## src/rtl/axil_mem_pkg.sv

```systemverilog
// Shared encodings for the AXI4-Lite load/store unit: access sizes, response
// codes, protection attributes and the controller state set.
package axil_mem_pkg;

  localparam logic [1:0] SZ_BYTE  = 2'b00;
  localparam logic [1:0] SZ_HALF  = 2'b01;
  localparam logic [1:0] SZ_WORD  = 2'b10;
  localparam logic [1:0] SZ_DWORD = 2'b11;

  localparam logic [1:0] ERR_OK       = 2'b00;
  localparam logic [1:0] ERR_MISALIGN = 2'b01;
  localparam logic [1:0] ERR_BUS      = 2'b10;
  localparam logic [1:0] ERR_TIMEOUT  = 2'b11;

  localparam logic [2:0] PROT_FETCH = 3'b100;
  localparam logic [2:0] PROT_DATA  = 3'b000;

  typedef enum logic [2:0] {
    ST_IDLE,
    ST_RD_A,
    ST_RD_D,
    ST_WR_AW,
    ST_WR_B,
    ST_RESP,
    ST_HALT
  } state_e;

  // Byte-enable pattern of an access before it is moved to its lane.
  function automatic logic [7:0] size_mask(input logic [1:0] size);
    case (size)
      SZ_BYTE: return 8'h01;
      SZ_HALF: return 8'h03;
      SZ_WORD: return 8'h0F;
      default: return 8'hFF;
    endcase
  endfunction

endpackage

```

## src/rtl/axil_lane_align.sv

```systemverilog
// Byte-lane steering for the load/store unit: alignment check, store strobe and
// data placement, and load data extraction with sign/zero extension.
module axil_lane_align
  import axil_mem_pkg::*;
#(
  parameter int DATA_W = 32,
  localparam int NB    = DATA_W / 8,
  localparam int LGNB  = $clog2(NB)
) (
  input  logic [2:0]        st_lo,
  input  logic [1:0]        st_size,
  input  logic [DATA_W-1:0] st_wdata,
  output logic              st_misalign,
  output logic [NB-1:0]     st_strb,
  output logic [DATA_W-1:0] st_wdata_sh,
  input  logic [LGNB-1:0]   ld_off,
  input  logic [1:0]        ld_size,
  input  logic              ld_signed,
  input  logic [DATA_W-1:0] ld_rdata,
  output logic [DATA_W-1:0] ld_data
);

  logic [LGNB-1:0]   st_off;
  logic [DATA_W-1:0] ld_shifted;

  function automatic logic [DATA_W-1:0] extend(input logic [DATA_W-1:0] v,
                                               input logic [1:0]        sz,
                                               input logic              sgn);
    logic signed [7:0]  b;
    logic signed [15:0] h;
    logic signed [31:0] w;
    b = v[7:0];
    h = v[15:0];
    w = v[31:0];
    case (sz)
      SZ_BYTE: return sgn ? DATA_W'(b) : DATA_W'(v[7:0]);
      SZ_HALF: return sgn ? DATA_W'(h) : DATA_W'(v[15:0]);
      SZ_WORD: return sgn ? DATA_W'(w) : DATA_W'(v[31:0]);
      default: return v;
    endcase
  endfunction

  // A dword access can never be aligned on a bus narrower than 64 bits.
  always_comb begin
    st_misalign = 1'b0;
    case (st_size)
      SZ_BYTE: st_misalign = 1'b0;
      SZ_HALF: st_misalign = st_lo[0];
      SZ_WORD: st_misalign = |st_lo[1:0];
      default: st_misalign = (DATA_W < 64) || (|st_lo);
    endcase
  end

  assign st_off      = st_lo[LGNB-1:0];
  assign st_strb     = NB'(size_mask(st_size)) << st_off;
  assign st_wdata_sh = st_wdata << {st_off, 3'b000};

  assign ld_shifted  = ld_rdata >> {ld_off, 3'b000};
  assign ld_data     = extend(ld_shifted, ld_size, ld_signed);

endmodule

```

## src/rtl/axil_mem_master.sv

```systemverilog
// AXI4-Lite master load/store unit: one outstanding request, registered AXI
// outputs, per-state timeout that parks the unit in HALT until reset.
module axil_mem_master
  import axil_mem_pkg::*;
#(
  parameter int ADDR_W      = 32,
  parameter int DATA_W      = 32,
  parameter int TIMEOUT_CYC = 1024,
  localparam int NB         = DATA_W / 8
) (
  input  logic              clk,
  input  logic              rst,
  input  logic              req_valid,
  output logic              req_ready,
  input  logic              req_we,
  input  logic              req_fetch,
  input  logic [ADDR_W-1:0] req_addr,
  input  logic [1:0]        req_size,
  input  logic              req_signed,
  input  logic [DATA_W-1:0] req_wdata,
  output logic              resp_valid,
  output logic [DATA_W-1:0] resp_rdata,
  output logic [1:0]        resp_err,
  output logic              halted,
  output logic [ADDR_W-1:0] AWaddr,
  output logic              AWvalid,
  input  logic              AWready,
  output logic [2:0]        AWprot,
  output logic [DATA_W-1:0] Wdata,
  output logic [NB-1:0]     Wstrb,
  output logic              Wvalid,
  input  logic              Wready,
  input  logic [1:0]        Bresp,
  input  logic              Bvalid,
  output logic              Bready,
  output logic [ADDR_W-1:0] ARaddr,
  output logic              ARvalid,
  input  logic              ARready,
  output logic [2:0]        ARprot,
  input  logic [DATA_W-1:0] Rdata,
  input  logic [1:0]        Rresp,
  input  logic              Rvalid,
  output logic              Rready
);

  localparam int          LGNB     = $clog2(NB);
  localparam logic [31:0] TMO_LAST = 32'(TIMEOUT_CYC - 1);

  state_e            state, state_nx;
  logic              aw_done, w_done, aw_done_nx, w_done_nx;
  logic              tmo_flag, tmo_flag_nx;
  logic [31:0]       tmo_cnt;
  logic [LGNB-1:0]   ld_off;
  logic [1:0]        ld_size;
  logic              ld_signed;
  logic [1:0]        err_nx;
  logic [DATA_W-1:0] rdata_nx;
  logic              accept, misalign, bus_state, tmo_hit;
  logic [NB-1:0]     st_strb;
  logic [DATA_W-1:0] st_wdata_sh, ld_data;
  logic [2:0]        prot_sel;
  logic              unused_resp_lsb;

  axil_lane_align #(.DATA_W(DATA_W)) u_align (
    .st_lo       (req_addr[2:0]),
    .st_size     (req_size),
    .st_wdata    (req_wdata),
    .st_misalign (misalign),
    .st_strb     (st_strb),
    .st_wdata_sh (st_wdata_sh),
    .ld_off      (ld_off),
    .ld_size     (ld_size),
    .ld_signed   (ld_signed),
    .ld_rdata    (Rdata),
    .ld_data     (ld_data)
  );

  // Only the error bit of a response matters; OKAY vs EXOKAY is irrelevant here.
  assign unused_resp_lsb = ^{Rresp[0], Bresp[0]};

  assign accept    = req_valid & req_ready;
  assign prot_sel  = req_fetch ? PROT_FETCH : PROT_DATA;
  assign bus_state = (state == ST_RD_A) || (state == ST_RD_D) ||
                     (state == ST_WR_AW) || (state == ST_WR_B);
  assign tmo_hit   = (TIMEOUT_CYC != 0) && bus_state && (tmo_cnt == TMO_LAST);

  always_comb begin
    state_nx    = state;
    aw_done_nx  = aw_done;
    w_done_nx   = w_done;
    tmo_flag_nx = tmo_flag;
    err_nx      = ERR_OK;
    rdata_nx    = '0;
    case (state)
      ST_IDLE: begin
        if (accept) begin
          if (misalign) begin
            state_nx = ST_RESP;
            err_nx   = ERR_MISALIGN;
          end else if (req_we) begin
            state_nx   = ST_WR_AW;
            aw_done_nx = 1'b0;
            w_done_nx  = 1'b0;
          end else begin
            state_nx = ST_RD_A;
          end
        end
      end
      ST_RD_A: begin
        if (ARvalid && ARready) begin
          state_nx = ST_RD_D;
        end else if (tmo_hit) begin
          state_nx    = ST_RESP;
          err_nx      = ERR_TIMEOUT;
          tmo_flag_nx = 1'b1;
        end
      end
      ST_RD_D: begin
        if (Rvalid && Rready) begin
          state_nx = ST_RESP;
          err_nx   = Rresp[1] ? ERR_BUS : ERR_OK;
          rdata_nx = Rresp[1] ? '0 : ld_data;
        end else if (tmo_hit) begin
          state_nx    = ST_RESP;
          err_nx      = ERR_TIMEOUT;
          tmo_flag_nx = 1'b1;
        end
      end
      ST_WR_AW: begin
        // Address and data channels complete independently, in any order.
        aw_done_nx = aw_done | (AWvalid & AWready);
        w_done_nx  = w_done | (Wvalid & Wready);
        if (aw_done_nx && w_done_nx) begin
          state_nx = ST_WR_B;
        end else if (tmo_hit) begin
          state_nx    = ST_RESP;
          err_nx      = ERR_TIMEOUT;
          tmo_flag_nx = 1'b1;
        end
      end
      ST_WR_B: begin
        if (Bvalid && Bready) begin
          state_nx = ST_RESP;
          err_nx   = Bresp[1] ? ERR_BUS : ERR_OK;
        end else if (tmo_hit) begin
          state_nx    = ST_RESP;
          err_nx      = ERR_TIMEOUT;
          tmo_flag_nx = 1'b1;
        end
      end
      ST_RESP: state_nx = tmo_flag ? ST_HALT : ST_IDLE;
      ST_HALT: state_nx = ST_HALT;
      default: state_nx = ST_IDLE;
    endcase
  end

  // Every output is a register loaded from the next-state decode.
  always_ff @(posedge clk) begin
    if (rst) begin
      state      <= ST_IDLE;
      aw_done    <= 1'b0;
      w_done     <= 1'b0;
      tmo_flag   <= 1'b0;
      tmo_cnt    <= '0;
      req_ready  <= 1'b1;
      resp_valid <= 1'b0;
      resp_rdata <= '0;
      resp_err   <= ERR_OK;
      halted     <= 1'b0;
      AWaddr     <= '0;
      AWvalid    <= 1'b0;
      AWprot     <= PROT_DATA;
      Wdata      <= '0;
      Wstrb      <= '0;
      Wvalid     <= 1'b0;
      Bready     <= 1'b0;
      ARaddr     <= '0;
      ARvalid    <= 1'b0;
      ARprot     <= PROT_DATA;
      Rready     <= 1'b0;
      ld_off     <= '0;
      ld_size    <= SZ_BYTE;
      ld_signed  <= 1'b0;
    end else begin
      state      <= state_nx;
      aw_done    <= aw_done_nx;
      w_done     <= w_done_nx;
      tmo_flag   <= tmo_flag_nx;
      tmo_cnt    <= (state_nx != state) ? '0 : tmo_cnt + 32'd1;
      req_ready  <= (state_nx == ST_IDLE);
      resp_valid <= (state_nx == ST_RESP);
      resp_rdata <= rdata_nx;
      resp_err   <= err_nx;
      halted     <= halted | (state_nx == ST_HALT);
      AWvalid    <= (state_nx == ST_WR_AW) & ~aw_done_nx;
      Wvalid     <= (state_nx == ST_WR_AW) & ~w_done_nx;
      Bready     <= (state_nx == ST_WR_B);
      ARvalid    <= (state_nx == ST_RD_A);
      Rready     <= (state_nx == ST_RD_D);
      if (accept && !misalign) begin
        ARaddr    <= {req_addr[ADDR_W-1:LGNB], LGNB'(0)};
        AWaddr    <= {req_addr[ADDR_W-1:LGNB], LGNB'(0)};
        ARprot    <= prot_sel;
        AWprot    <= prot_sel;
        Wdata     <= st_wdata_sh;
        Wstrb     <= req_we ? st_strb : '0;
        ld_off    <= req_addr[LGNB-1:0];
        ld_size   <= req_size;
        ld_signed <= req_signed;
      end
    end
  end

endmodule
```

## config.mk

```make
export PLATFORM = sky130hd
export DESIGN_NAME = axil_mem_master
export DESIGN_NICKNAME = d
export VERILOG_FILES = /design/src/rtl/axil_mem_pkg.sv /design/src/rtl/axil_lane_align.sv /design/src/rtl/axil_mem_master.sv
export SDC_FILE = /design/constraint.sdc
export NUM_CORES = 1
export LEC_CHECK = 0
export BUFFER_PORTS_ARGS = -buffer_cell sky130_fd_sc_hd__buf_2
export CAP_MARGIN = 25
export CORE_ASPECT_RATIO = 1.5
export CORE_UTILIZATION = 50
export DETAILED_ROUTE_END_ITERATION = 8
export GPL_ROUTABILITY_DRIVEN = 0
export PLACE_DENSITY = 0.8
export SKIP_CTS_REPAIR_TIMING = 1
export SKIP_LAST_GASP = 1
export SYNTH_ARGS = -nofsm -noshare
export SYNTH_HDL_FRONTEND = slang
export SYNTH_SLANG_ARGS = --single-unit
```

## constraint.sdc

```tcl
create_clock -name clk -period 2.5 [get_ports clk]
set_input_delay 0.25 -clock clk [delete_from_list [all_inputs] [get_ports clk]]
set_output_delay 0.25 -clock clk [all_outputs]
set_load 0.05 [all_outputs]
```

## Word level (Yosys, flattened, before mapping)

Cells that the tools add are included.

| storage, ports and cells | value |
|---|---|
| register bits | 154 |
| word-level logic and storage cells | 119 |

| cells by class | value |
|---|---|
| add/subtract/negate cells | 1 |
| eq/ne operators | 21 |
| shifts and indexed selects | 3 |
| mux-type cells | 41 |
| bitwise gates (word level) | 12 |
| reduce and logical (&&, ||, !) cells | 19 |

Operators by type and width:

| operator | count |
|---|---|
| 32-bit two-way mux | 2 |
| 32-bit case mux with 2 select lines | 1 |
| 32-bit by 1-bit adder with 32-bit output (second input constant) | 1 |
| 32-bit by 10-bit equality test with 1-bit output (second input constant) | 1 |
| 32-bit by 5-bit << shifter with 32-bit output | 1 |
| 32-bit by 5-bit right shift with 32-bit output | 1 |
| 3-bit two-way mux | 9 |
| 3-bit case mux with 7 select lines | 1 |
| 3-bit equality test (second input constant) | 6 |
| 2-bit two-way mux | 8 |
| 1-bit two-way mux | 13 |
| 3-bit by 2-bit equality test with 1-bit output (second input constant) | 4 |
| 4-bit case mux with 3 select lines | 1 |
| 2-bit case mux with 5 select lines | 1 |
| 2-bit != test (second input constant) | 4 |
| 3-bit by 1-bit equality test with 1-bit output (second input constant) | 2 |
| 1-bit logical AND | 6 |
| 3-bit logical NOT | 2 |
| 1-bit bitwise AND | 5 |
| 5-bit AND reduction | 1 |
| 2-bit by 1-bit equality test with 1-bit output (second input constant) | 2 |
| 2-bit logical NOT | 2 |
| 4-bit two-way mux | 1 |
| 1-bit NOT | 4 |
| 12 further kinds | 18 |

## Depth between registers and ports, before layout

Gate-level depths: netlist of the first run.

| depth | value |
|---|---|
| word-level depth | 10 |
| gate-level depth with buffers | 8 |
| depth with buffers taken out | 6 |

## Hierarchy

A second synthesis of the first run with hierarchy kept.

| second synthesis, totals | value |
|---|---|
| cells, all modules | 904 |
| area total of the unflattened synthesis | 7,292.0 um^2 |

By module, submodules not included:

| module | instances | cells each | area an instance (um^2) |
|---|---|---|---|
| axil_mem_master | 1 | 710 | 6,024.5 |
| axil_lane_align | 1 | 194 | 1,267.5 |

## Worst setup path before layout of the first run

Ideal clock, no wire load.

| timing | value |
|---|---|
| kind | reg-to-reg |
| start point | register AWvalid |
| end point | register tmo_cnt[19] |
| setup time | 73 ps |
| data arrival time | 2,024 ps |
| required time | 2,427 ps |
| setup slack | 403 ps |
| cell stages (with the launch flop) | 8 |
| path buffers | 2 |
| clock period less this slack | 2,097 ps |
| cell sequence | dfxtp_1 a21oi_1 nor3_1 o31a_1 or4_1 buf_2 buf_6 nor3_2 |

| between the ends | value |
|---|---|
| cells in the longest elaborated chain, start to end | 7 |

Ends and longest elaborated chain:

| what | line | text |
|---|---|---|
| from (decl) | axil_mem_master.sv:26 | `output logic AWvalid,` |
| from (signal assigned) | axil_mem_master.sv:195 | `AWvalid <= (state_nx == ST_WR_AW) & ~aw_done_nx;` |
| 1-bit bitwise AND | axil_mem_master.sv:131 | `aw_done_nx = aw_done \| (AWvalid & AWready);` |
| 1-bit bitwise OR | axil_mem_master.sv:131 |  |
| 1-bit logical AND | axil_mem_master.sv:133 | `if (aw_done_nx && w_done_nx) begin` |
| 3-bit two-way mux | axil_mem_master.sv:133 |  |
| 3-bit case mux with 7 select lines | axil_mem_master.sv:94 | `case (state)` |
| 3-bit != test | axil_mem_master.sv:189 | `tmo_cnt <= (state_nx != state) ? '0 : tmo_cnt + 32'd1;` |
| 2-bit OR reduction (no source line) | - |  |
| to (signal assigned) | axil_mem_master.sv:189 |  |
| to (decl) | axil_mem_master.sv:52 | `logic [31:0] tmo_cnt;` |

No other way between the ends.
A chain may end at the register's enable or synchronous reset.

## Final worst setup path of the first run

| timing | value |
|---|---|
| start point | register tmo_cnt[0] |
| end point | register resp_valid |

| between the ends | value |
|---|---|
| cells in the longest elaborated chain, start to end | 6 |
| elaborated cells between the ends (all ways) | 9 |
| those cells by class | eq/ne (2); mux (6); reduce/logical (1) |

Ends and longest elaborated chain:

| what | line | text |
|---|---|---|
| 32-bit by 10-bit equality test with 1-bit output (*) | axil_mem_master.sv:85 | `assign tmo_hit = (TIMEOUT_CYC != 0) && bus_state && (tmo_cnt == TMO_LAST);` |
| 1-bit logical AND (*) | axil_mem_master.sv:85 |  |
| 3-bit two-way mux (*) | - |  |
| 3-bit two-way mux (on tied branches) | - |  |
| 3-bit case mux with 7 select lines (*) | axil_mem_master.sv:94 |  |
| 3-bit equality test (*) | axil_mem_master.sv:191 | `resp_valid <= (state_nx == ST_RESP);` |
| to (signal assigned) | axil_mem_master.sv:191 |  |
| to (decl) | axil_mem_master.sv:21 | `output logic resp_valid,` |

Every way passes the cells marked *; elsewhere a longest branch is shown, timed or not.

==> metrics, run 1 <==
run status finished, final reports clean; Total GRT Usage 25.8%; FFs w/ async S/R, synth 0%; Clk Latency, worst-skew pair 0.42 ns; crit-path cells ha_1 -> and3_1 -> nand3_1 -> or3_4 -> a21boi_0 -> nor4b_1; WL final 19.2 mm; die height 148 µm; vias in the first global route 6083; top cell type's share of synthesized area 43.0%; Final period util 89.6%; cell taking the most area after synthesis dfxtp_1; I/O Buffers 250; Synth Flop Type dfxtp_1; Compound-Gate Fraction of Synth Area 14.1%; Max-cap violations 0; FF-to-FF setup slack 0.26 ns; Initial Util 51.8%; post-route ant nets 0; crit end category register; post-synthesis mux area share 5.80%; CTS buffer count 17; highest clock rate 0.446 GHz; count leader, synth dfxtp_1; Slew @ Worst Pin 0.718 ns; synth warn 0; Worst path depth 6; #FFs+latches synth 152; clock sinks 152; CTS tree built; initial antenna violation count 0; Tmin final 2.24 ns; drt pass-1 iters 5; Worst R2R Start tmo_cnt[0]; Die Span X 99.1 µm; top cells by area, synth dfxtp_1 43%, nand2_1 7.0%, a21oi_1 6.9%, buf_4 4.6%, mux2i_1 4.5%; # setup viols final 0; WP buf/inv 0; CP peak stage delay 0.46 ns; cells after synthesis 843; clk slew on worst S/H paths 0.06 ns; Crit Reg-Reg Endpoint resp_valid; root buf cell clkbuf_16; largest family of logic cells by synthesized area simple AND/OR/NAND/NOR gates; Worst Hold Path Cells 3; Final #Nets 1157; Pins Over Slew Limit 0; synthesized cell area 7080 µm²; Layout Cells excl Fill 1217; global-route wire length before repair 29.8 mm; ANT cells 0; die area 14600 µm²; Rel. slew slack 52.2%; Top Family by Delay on Critical Path simple AND/OR/NAND/NOR gates; Hold WS 0.0629 ns; global route overflow 0; Final TNS setup 0 ns; Core Region 13700 µm²; Hold Path End ARaddr[25]; Post-synth EDFFs 0; H-tree Lvls 4; R2R depth 6; drc violations 0; Post-synth top cells 152 x dfxtp_1, 132 x nand2_1, 97 x a21oi_1; XOR/XNOR Fraction of Synth Area 3.84%; vias per cell 5.40; unrepaired setup endpoints after global routing no; Post-Synth Simple-Gate Area 24.6%; deepest clock path buffer count 2; largest net degree at the start of global routing 68; DRT iter0 DRCs 155; final hold vios 0; # IOs 261; DR WL/cell 15.8 µm; share of cells above drive strength 1 33.3%; routed via count 6574; PD cells 766 nW/µm²; Max FO, Critical Path 5; Max rail drop VDD 0.432 mV; Worst Hold Class primary input to register; crit path DAT 2.56 ns; Rows 52; CP Class register to register; hpwl dp 14.0 mm; adder-cell share of the synthesized area 0.177%; Post-Route Utilization 64.6%; Hold Path Origin req_addr[25]; Netlist cell types 54; Critical Path RT 2.82 ns; Crit-path slowest cell or3_4; dpl cells 1186; Fin Clk Skew 0.0118 ns; static leakage 3.73 nW; startpoint types register; Seq/Total Area, Yosys 43.0%; Mapped Avg Cell Area 8.39 µm²; area grow syn2layout 24.8%
==> metal layers <==
layer | vias up | track usage [%] | wire [µm]
met5 | - | 0 | 0
met4 | 0 | 9.34 | 352
met3 | 31 | 6.76 | 992
met2 | 211 | 45.3 | 9910
met1 | 3066 | 30.2 | 7910
li1 | 3266 | - | -
==> worst max-delay path by stage <==
stage	slack, ns	to	startpoint
4_1_cts	0.24	resp_valid	tmo_cnt[0]
5_1_grt	0.10	ARvalid	tmo_cnt[0]
6_report	0.26	resp_valid	tmo_cnt[0]
3_3_place_gp	0.31	resp_valid	tmo_cnt[0]
3_5_place_dp	0.27	resp_valid	tmo_cnt[0]
2_1_floorplan	0.40	tmo_cnt[19]	AWvalid
==> area by class of cell <==
class	instances	area, µm²
fill	1240	4830
multi-input combinational	589	3490
sequential	152	3040
timing repair buffer	273	1490
clock buffer	19	443
tap	162	203
clock inverter	12	129
inverter	10	37.5
==> placed cells by master (no fill, tap or decap), types with 15 or more instances in the layout <==
cell       count
a211oi_1      32
a21oi_1       97
buf_2        250
buf_4         18
clkbuf_16     17
dfxtp_1      152
mux2i_1       32
nand2_1      132
nand3_1       23
nor2_1        65
nor3_1        32
nor3_2        29
nor4_1        15
xnor2_1       23
==> report_power, final <==
group          internal, mW  switching (mW)
logic                 0.472            1.16
registers              2.55          0.0958
clock network          1.49            1.00
==> worst reg2reg max path, stage by stage (launching register included) <==
cell and delay, ns:
dfxtp_1 0.39, ha_1 0.20, and3_1 0.25, nand3_1 0.15
or3_4 0.46, a21boi_0 0.44, nor4b_1 0.27
==> per-stage QoR <==
| step | cell area (µm²) | setup slack, ns | power (mW) |
|---|---|---|---|
| floorplan | 7100 | 0.403 | 3.92 |
| global placement | 8260 | 0.307 | 4.30 |
| detailed placement | 8260 | 0.269 | 4.32 |
| CTS | 8830 | 0.237 | 6.79 |
| global route | 8830 | 0.101 | 7.02 |
| finish | 8830 | 0.260 | 6.76 |
==> state kept, by name (all words and copies together) (netlist names) <==
signal and cells:
resp_valid 1, Wstrb 4, ARvalid 1, ld_size 2, aw_done 1, req_ready 1
resp_err 2, ARaddr 30, halted 1, AWvalid 1, Rready 1, resp_rdata 32
ARprot 1, Wvalid 1, w_done 1, tmo_cnt 32, tmo_flag 1, ld_signed 1
state 3, Wdata 32, Bready 1, ld_off 2
==> cells by family (layout without fill, tap and decap cells) <==
logic type | after synthesis | count (layout)
adder cells (fa/ha/maj) | 1 | 1
flip-flops | 152 | 152
AND/OR/NAND/NOR | 344 | 344
multiplexers | 40 | 40
other | 1 | 8
AO/OA/AOI/OAI | 165 | 165
XOR/XNOR | 31 | 31
buffers and inverters | 109 | 314
Note: power is estimated with default switching activity, not from simulation.
==> run 2, diff against run 1 <==
Settings changed: ABC_AREA set to 1, CORE_UTILIZATION 50 to 51, SYNTH_HIERARCHICAL set to 1.
==> metrics, run 2 <==
total power 7.23 mW (+6.9%); cells after synthesis 1118 (+33%); hpwl dp 15.6 mm (+11%); area grow syn2layout 21.0%; Gate power share 28.2% (+4.1 points); crit-path cells ha_1 -> nand2_1 -> nor2_2 -> nand2_2 -> nor2_4 -> nand3_2 -> nand3_1 -> nand3_2 -> nor2_2 -> nand2_4 -> buf_12 -> nor2_4; FFs w/ async S/R, synth 0% (unchanged); Max rail drop VDD 0.540 mV (+25%); Max FO, Critical Path 12 (+7); Rows 55 (+5.8%); global-route wire length before repair 34.4 mm (+15%); post-route ant nets 0 (unchanged); crit path DAT 2.56 ns (about the same); Pins Over Slew Limit 0 (unchanged); share of cells above drive strength 1 27.7% (-5.6 points); Worst Hold Class primary input to register; Mapped Avg Cell Area 7.06 µm² (-16%); most frequent cells in the layout 254 x nor2_1, 250 x buf_2, 169 x nand2_1; Tmin final 2.20 ns (-0.0408 ns); Largest regs Wdata (32), resp_rdata (32), tmo_cnt (32); FF-to-FF setup slack 0.30 ns (+0.04 ns); clk slew on worst S/H paths 0.07 ns (about the same); routed via count 7733 (+18%); Initial Util 52.3% (+0.54 points); commonest non-fill, non-tap cell in the layout nor2_1; global route overflow 0 (unchanged); WL final 21.4 mm (+12%); # setup viols final 0 (unchanged); Rel. slew slack 59.7% (+7.5 points); Final TNS setup 0 ns (unchanged); drt pass-1 iters 5 (unchanged); # IOs 261 (unchanged); Die Span X 104 µm (+4.4%); CP peak stage delay 0.39 ns (-0.07 ns); Critical Path RT 2.86 ns (+0.04 ns); highest clock rate 0.455 GHz (+1.9%); Worst path depth 12 (+6); Final period util 88.0% (-1.6 points); crit end category register; count leader, synth nor2_1; Netlist cell types 40 (-26%); Crit-path slowest cell dfxtp_1; Seq/Total Area, Yosys 38.6% (-4.4 points); startpoint types register; WP buf/inv 1 (+1); H-tree Lvls 4 (unchanged); DR WL/cell 13.9 µm (-12%); #FFs+latches synth 152 (unchanged); DRT iter0 DRCs 361 (+130%); Crit Reg-Reg Endpoint tmo_cnt[17]; PD cells 757 nW/µm² (-1.1%); unrepaired setup endpoints after global routing no; Total GRT Usage 26.9% (+1.0 points); run status finished, final reports clean; synthesized cell area 7890 µm² (+11%); critical path startpoint tmo_cnt[0]; Sequential Power Share 37.5% (-1.6 points); CP Capture Point tmo_cnt[17]; Max-cap violations 0 (unchanged); vias per cell 5.03 (-6.8%); final hold vios 0 (unchanged); Switching Fraction 37.8% (+4.4 points); Worst R2R Start tmo_cnt[0]; Synth Flop Type dfxtp_1; vias in the first global route 7231 (+19%); I/O Buffers 250 (unchanged); clock group share of total power 34.4% (-2.4 points); clock sinks 152 (unchanged); Top Family by Delay on Critical Path simple AND/OR/NAND/NOR gates; Clk Latency, worst-skew pair 0.43 ns (about the same); top cell type's share of synthesized area 38.6% (-4.4 points); die area 16000 µm² (+9.1%); Post-synth EDFFs 0 (unchanged); CTS buffer count 17 (unchanged); synth warn 6 (+6); largest net degree at the start of global routing 72 (+5.9%); cell-internal power 4.50 mW (-0.14%); die height 154 µm (+4.5%); static leakage 4.74 nW (+27%); Slew @ Worst Pin 0.605 ns (-0.113 ns); Post-synth top cells 255 x nor2_1, 169 x nand2_1, 152 x dfxtp_1; initial antenna violation count 5 (+5); R2R depth 12 (+6); Core Region 15100 µm² (+10%); CP Class register to register; CTS tree built; cell taking the most area after synthesis dfxtp_1; sw power 2.73 mW (+21%); top cells by area, synth dfxtp_1 39%, nor2_1 12%, nand2_1 8.0%, o21ai_0 6.0%, inv_1 5.2%; deepest clock path buffer count 2 (unchanged); Fin Clk Skew 0.0143 ns (+0.00256 ns); root buf cell clkbuf_16; drc violations 0 (unchanged); Final #Nets 1433 (+24%)
-- run 2: metrics by stage --
stage	area, µm²	hold WS (ns)	worst slack, ns	util [%]	std cells
global route	9540	0.0344	0.0747	63.3	1534
CTS	9530	0.0316	0.281	63.3	1531
detailed placement	8960	0.454	0.290	59.5	1499
floorplan	7910	0.329	0.598	-	1125
global placement	8960	0.443	0.329	59.5	1499
finish	9550	0.0395	0.301	63.3	1536
-- run 2: power by group through the flow --
stage / Combinational (mW) / Sequential, mW / Clock [mW]
6_report: 2.04 / 2.71 / 2.48
5_1_grt: 2.19 / 2.73 / 2.64
3_5_place_dp: 2.03 / 2.75 / 0
3_3_place_gp: 2.01 / 2.75 / 0
2_1_floorplan: 1.21 / 3.21 / 0
4_1_cts: 2.04 / 2.71 / 2.53
-- run 2: logic make-up after synthesis --
logic type	synth area share, %
muxes	0.127
buffers and inverters	13.5
and+or+nand+nor	34.0
DFF	38.6
xor gates and xnor gates	3.33
AOI/OAI and AO/OA	10.3
other	0.0475
adders and majority gates	0.159
-- run 2: per-layer routing --
layer  global-route usage [%]  wire length, µm  vias up
li1                         -                -     3866
met1                     29.0             8000     3462
met2                     47.3            10800      340
met3                     6.45             1620       65
met4                     16.6              993        0
met5                        0                0        -
-- run 2: worst min path at each step --
stage	from	end	slack (ns)	cells after the start
floorplan	rst	ARvalid	0.33	1
global placement	tmo_flag	tmo_flag	0.44	2
detailed placement	Wstrb[3]	Wstrb[3]	0.45	2
CTS	req_addr[22]	ARaddr[22]	0.03	3
global route	req_addr[19]	ARaddr[19]	0.03	3
finish	req_addr[22]	ARaddr[22]	0.04	3
-- run 2: layout make-up --
type	instances	area (µm²)
fill	1377	5530
multi-input combinational	763	3820
sequential	152	3040
timing repair buffer	266	1410
inverter	119	447
clock buffer	19	433
tap	199	249
clock inverter	13	135
antenna	5	12.5
-- run 2: worst min-delay path, delay by kind of cell --
kind                   cells  cell delay, ns
and+or+nand+nor            2            0.11
buffers and inverters      1            0.07
